<file path="src/rtl/fmpadding_cfg.sv">
// fmpadding_cfg
// Double-buffered configuration bank for the feature-map padding datapath.
// Software writes six padding bounds into shadow registers, then writes a
// COMMIT word. The shadow copy is transferred to the active copy only when a
// commit is armed and the datapath is at a frame boundary (sof) or idle, so a
// frame in flight never observes a partially updated configuration.
//
// Ports:
//   ap_clk      clock
//   ap_rst_n    asynchronous active-low reset (release synchronous to ap_clk)
//   we/wa/wd    single-cycle write strobe, byte address, 32-bit write data
//   sof         one-cycle pulse: datapath starts a new frame this cycle
//   idle        level: datapath has no frame in flight
//   xon/xoff/xend, yon/yoff/yend   active padding bounds
//   pending     a commit is armed but not yet applied
//   applied     one-cycle pulse coincident with the active update
//   commit_cnt  number of applied commits, modulo 256
//
// Word map (index = wa[ADDR_BITS-1:2]):
//   0 XOn, 1 XOff, 2 XEnd, 3 YOn, 4 YOff, 5 YEnd, 6 COMMIT, 7+ dropped.

module fmpadding_cfg #(
  parameter int ADDR_BITS     = 5,
  parameter int XCOUNTER_BITS = 8,
  parameter int YCOUNTER_BITS = 8,
  parameter int INIT_XON      = 0,
  parameter int INIT_XOFF     = 0,
  parameter int INIT_XEND     = 0,
  parameter int INIT_YON      = 0,
  parameter int INIT_YOFF     = 0,
  parameter int INIT_YEND     = 0
) (
  input  logic                     ap_clk,
  input  logic                     ap_rst_n,
  input  logic                     we,
  input  logic [ADDR_BITS-1:0]     wa,
  input  logic [31:0]              wd,
  input  logic                     sof,
  input  logic                     idle,
  output logic [XCOUNTER_BITS-1:0] xon,
  output logic [XCOUNTER_BITS-1:0] xoff,
  output logic [XCOUNTER_BITS-1:0] xend,
  output logic [YCOUNTER_BITS-1:0] yon,
  output logic [YCOUNTER_BITS-1:0] yoff,
  output logic [YCOUNTER_BITS-1:0] yend,
  output logic                     pending,
  output logic                     applied,
  output logic [7:0]               commit_cnt
);

  localparam int IDX_BITS = ADDR_BITS - 2;
  localparam int XW       = XCOUNTER_BITS;
  localparam int YW       = YCOUNTER_BITS;

  function automatic logic [XW-1:0] init_x(input int i);
    if (i == 0)      return XW'(INIT_XON);
    else if (i == 1) return XW'(INIT_XOFF);
    else             return XW'(INIT_XEND);
  endfunction

  function automatic logic [YW-1:0] init_y(input int i);
    if (i == 0)      return YW'(INIT_YON);
    else if (i == 1) return YW'(INIT_YOFF);
    else             return YW'(INIT_YEND);
  endfunction

  logic [IDX_BITS-1:0] word_idx;
  logic                commit_wr;
  logic                apply;
  logic                pending_reg;
  logic                applied_reg;
  logic [7:0]          commit_cnt_reg;

  assign word_idx  = wa[ADDR_BITS-1:2];
  assign commit_wr = we && (word_idx == IDX_BITS'(6));
  // Uses the registered pending, so a commit written this cycle can apply
  // no earlier than the next cycle.
  assign apply     = pending_reg && (sof || idle);

  // X bounds: word indices 0..2. The active copy samples the shadow value
  // from before this cycle's write, so a write racing an apply stays in
  // shadow until the next commit.
  genvar gi;
  generate
    for (gi = 0; gi < 3; gi++) begin : g_x
      logic [XW-1:0] shadow_reg;
      logic [XW-1:0] active_reg;
      always_ff @(posedge ap_clk or negedge ap_rst_n) begin
        if (!ap_rst_n) begin
          shadow_reg <= init_x(gi);
          active_reg <= init_x(gi);
        end else begin
          if (we && (word_idx == IDX_BITS'(gi)))
            shadow_reg <= wd[XW-1:0];
          if (apply)
            active_reg <= shadow_reg;
        end
      end
    end

    // Y bounds: word indices 3..5.
    for (gi = 0; gi < 3; gi++) begin : g_y
      logic [YW-1:0] shadow_reg;
      logic [YW-1:0] active_reg;
      always_ff @(posedge ap_clk or negedge ap_rst_n) begin
        if (!ap_rst_n) begin
          shadow_reg <= init_y(gi);
          active_reg <= init_y(gi);
        end else begin
          if (we && (word_idx == IDX_BITS'(gi + 3)))
            shadow_reg <= wd[YW-1:0];
          if (apply)
            active_reg <= shadow_reg;
        end
      end
    end
  endgenerate

  // Commit tracking. A commit arriving in the same cycle as an apply
  // re-arms pending, so the second commit is not lost.
  always_ff @(posedge ap_clk or negedge ap_rst_n) begin
    if (!ap_rst_n) begin
      pending_reg    <= 1'b0;
      applied_reg    <= 1'b0;
      commit_cnt_reg <= 8'd0;
    end else begin
      if (commit_wr)
        pending_reg <= 1'b1;
      else if (apply)
        pending_reg <= 1'b0;
      applied_reg <= apply;
      if (apply)
        commit_cnt_reg <= commit_cnt_reg + 8'd1;
    end
  end

  assign xon        = g_x[0].active_reg;
  assign xoff       = g_x[1].active_reg;
  assign xend       = g_x[2].active_reg;
  assign yon        = g_y[0].active_reg;
  assign yoff       = g_y[1].active_reg;
  assign yend       = g_y[2].active_reg;
  assign pending    = pending_reg;
  assign applied    = applied_reg;
  assign commit_cnt = commit_cnt_reg;

endmodule

</file>
<file path="config.mk">
export PLATFORM = sky130hd
export DESIGN_NAME = fmpadding_cfg
export DESIGN_NICKNAME = d
export VERILOG_FILES = /design/src/rtl/fmpadding_cfg.sv
export SDC_FILE = /design/constraint.sdc
export NUM_CORES = 1
export LEC_CHECK = 0
export CAP_MARGIN = 10
export CELL_PAD_IN_SITES_DETAIL_PLACEMENT = 0
export CELL_PAD_IN_SITES_GLOBAL_PLACEMENT = 2
export CORE_ASPECT_RATIO = 1.5
export CORE_MARGIN = 1.5
export CORE_UTILIZATION = 34
export CTS_BUF_LIST = sky130_fd_sc_hd__clkbuf_8 sky130_fd_sc_hd__clkbuf_16
export CTS_CLUSTER_SIZE = 24
export DETAILED_ROUTE_END_ITERATION = 8
export PLACE_DENSITY = 0.83
export SETUP_SLACK_MARGIN = 0.2
export SYNTH_ARGS = -nofsm -noshare
export SYNTH_HDL_FRONTEND = slang
export SYNTH_SLANG_ARGS = --single-unit
export TNS_END_PERCENT = 50
</file>
<file path="constraint.sdc">
create_clock -name ap_clk -period 2.3 [get_ports ap_clk]
set_input_delay 0.46 -clock ap_clk [delete_from_list [all_inputs] [get_ports ap_clk]]
set_output_delay 0.46 -clock ap_clk [all_outputs]
set_load 0.1 [all_outputs]
</file>
==> out/metrics.cfg <==
[die]
io_pins=100
die_w_um=92.1
fp.dieH_um=137
rows=48
dieArea_mm2=0.0126
design.core.area_mm2=0.0115
start_util_pct=35.1

[clock_tree]
cts_tree=yes
postCtsResizedCells=0
cts_max_path_buffers=2
insertion_delay_ns=0.35
htreeDepth=3
cts_buffers=9
clockRootBuffer=clkbuf_16
clk_pin_slew_ns=0.06
clock_sinks=106

[placement]
post-dp-hpwl_mm=5.76
port_buffers=73
gp_congestion=0.743
place_ws_ns=0.103

[grt]
grt.overflow.total=0
grt_max_degree=68
grt_pass1_wl_mm=14.2
grt_util_all_layers_pct=15.3
antenna_found_initial=0
grt_pass1_vias=2586

[yosys]
syn_nets=388
ys.flop_type=dfrtp_1
synth_seq_cells=106
synth_largest_area_cell=dfrtp_1
syn_inst=345
synth_area_mm2=0.00405
yosysMostFrequentCell=nand2_1
ys_top_cells_by_area=dfrtp_1 66%, nand2_1 14%, mux2_2 13%, xnor2_1 0.87%, nor3_4 0.80%
post_synth.cell_area_avg_um2=11.7
ys_seq_area_share_pct=65.5
synth_top_area_share_pct=65.5
synth_async_sr_flop_share_pct=100
ys_top_cells_by_count=151 x nand2_1, 106 x dfrtp_1, 48 x mux2_2, 6 x buf_2, 6 x clkbuf_1
synth_edf_count=0
ys_warn_count=0
yosysUniqueCellTypes=23

[pwr]
power.density_mw_per_mm2=1420
total_power_uw=7370
power.share.switching_pct=47.3
combinationalPowerShare_pct=43.8
clockPowerShare_pct=20.7
internal-power_uw=3880
ir_worst_vdd_v=0.000639
leakagePower_uw=0.00260
p_sw_uw=3490
pwr-share-seq_pct=35.5

[drt]
firstDrtPassIters=4
wl_per_cell_um=15.4
drt_iter0_drc=156
num_vias=2615
drt-total-wl_mm=8.92
route.detailed.drc=0
final_antenna_net_count=0
via_per_inst=4.52

[setup_path]
end_kind=register
r2r_setup_slack_ns=0.85
crit_fanout=8
critical_path_required_ns=2.53
start_kind=input pin
slowest_stage=clkdlybuf4s50_1
max_stage_delay_ns=0.71
critical_path_arrival_ns=2.05
crit_chain=clkdlybuf4s50_1 > nand4b_1 > mux2_2
path_class=input pin to register

[sta]
finalSetupTns_ns=0
slew_viol_final=0
relSlewSlack_pct=67.9
fin_crit_sh_pct=79.3
period_minus_slack_ns=1.82
fmax_mhz=548
worstMarginPinSlew_ns=0.482
setup_slack_ns=0.476
finClkSkew_ns=0.00599
setup_viol=0
rsz0062_at_grt=false
hold_viol=0

[final_layout]
fin_nets=467
fin_util_pct=44.9
drive_gt1_share_pct=31.7
antenna_cells=0
area_growth_pct=27.8

[run_status]
outcome=finished, final reports clean

[hold_path]
min_path_type=input pin to async pin

[flow_run]
max_cap_viol_count=0

worst paths after layout:
| kind | start | to | depth (start not counted) |
|---|---|---|---|
| setup / recovery | wa[3] | g_y[0].shadow_reg[7] | 3 |
| max in group asynchronous | ap_rst_n | xon[1] | 3 |
| hold reg to reg | g_y[2].shadow_reg[7] | yend[7] | 2 |
| setup reg to reg | pending | yon[1] | 5 |
| hold / removal | ap_rst_n | yon[0] | 2 |
| min in group ap_clk | g_y[2].shadow_reg[7] | yend[7] | 2 |
critical path, delay by kind of cell:
family        cells  cell delay [ns]
buf+inv           1             0.71
simple gates      1             0.46
mux               1             0.42
layout by cell type, fill, tap and decap left out, types with 2 or more instances in the layout:
cell and n:
nor3_1 2, clkdlybuf4s50_1 14, buf_12 3, buf_4 62
xor2_1 3, xnor2_1 4, nand4_1 3, nand2_1 151
dfrtp_1 106, clkbuf_16 9, nor3_4 2, nor2_1 2
mux2_2 48, clkbuf_8 5
per-layer routing:
metal	wire [µm]	vias up	global-route usage [%]
li1	-	1274	-
met1	3990	1293	18.9
met2	4480	41	24.9
met3	281	7	4.11
met4	164	0	6.92
met5	0	-	0
stage by stage:
stage                     hold WS (ns)  cell area, µm²  std cells
after floorplan                  0.164            4050        345
after global placement           0.268            4860        562
after detailed placement         0.267            4860        562
after CTS                        0.440            5170        579
after global routing             0.439            5170        579
final                            0.446            5170        579
what timing repair did:
action,CTS,global route
hold buffers,1,0
endpoints found under the setup margin,0,0
endpoints found under the hold margin,3,0
setup buffers,0,0
power by group through the flow:
stage | clock network (µW) | registers, µW | logic, µW
global route | 1640 | 2680 | 3350
floorplan | 0 | 4710 | 444
CTS | 1560 | 2620 | 3250
global placement | 0 | 2640 | 3220
detailed placement | 0 | 2650 | 3250
finish | 1520 | 2610 | 3230
layout make-up:
class                           instances  area (µm²)
Clock buffer                           14         294
Clock inverter                          2        8.76
Fill cell                            1116        6360
Multi-Input combinational cell        226        1350
Inverter                                1        3.75
Sequential cell                       106        2650
Timing Repair Buffer                   80         676
Tap cell                              150         188
logic make-up (layout without fill, tap and decap cells):
family / count (synthesis) / count (layout) / synth area share (%)
buffers and inverters: 13 / 97 / 1.39
muxes: 48 / 48 / 13.3
xor gates and xnor gates: 7 / 7 / 1.51
DFF: 106 / 106 / 65.5
adders and majority gates: 1 / 1 / 0.309
and+or+nand+nor: 168 / 168 / 17.7
AOI/OAI and AO/OA: 2 / 2 / 0.247
(Power assumes the default switching activity.)
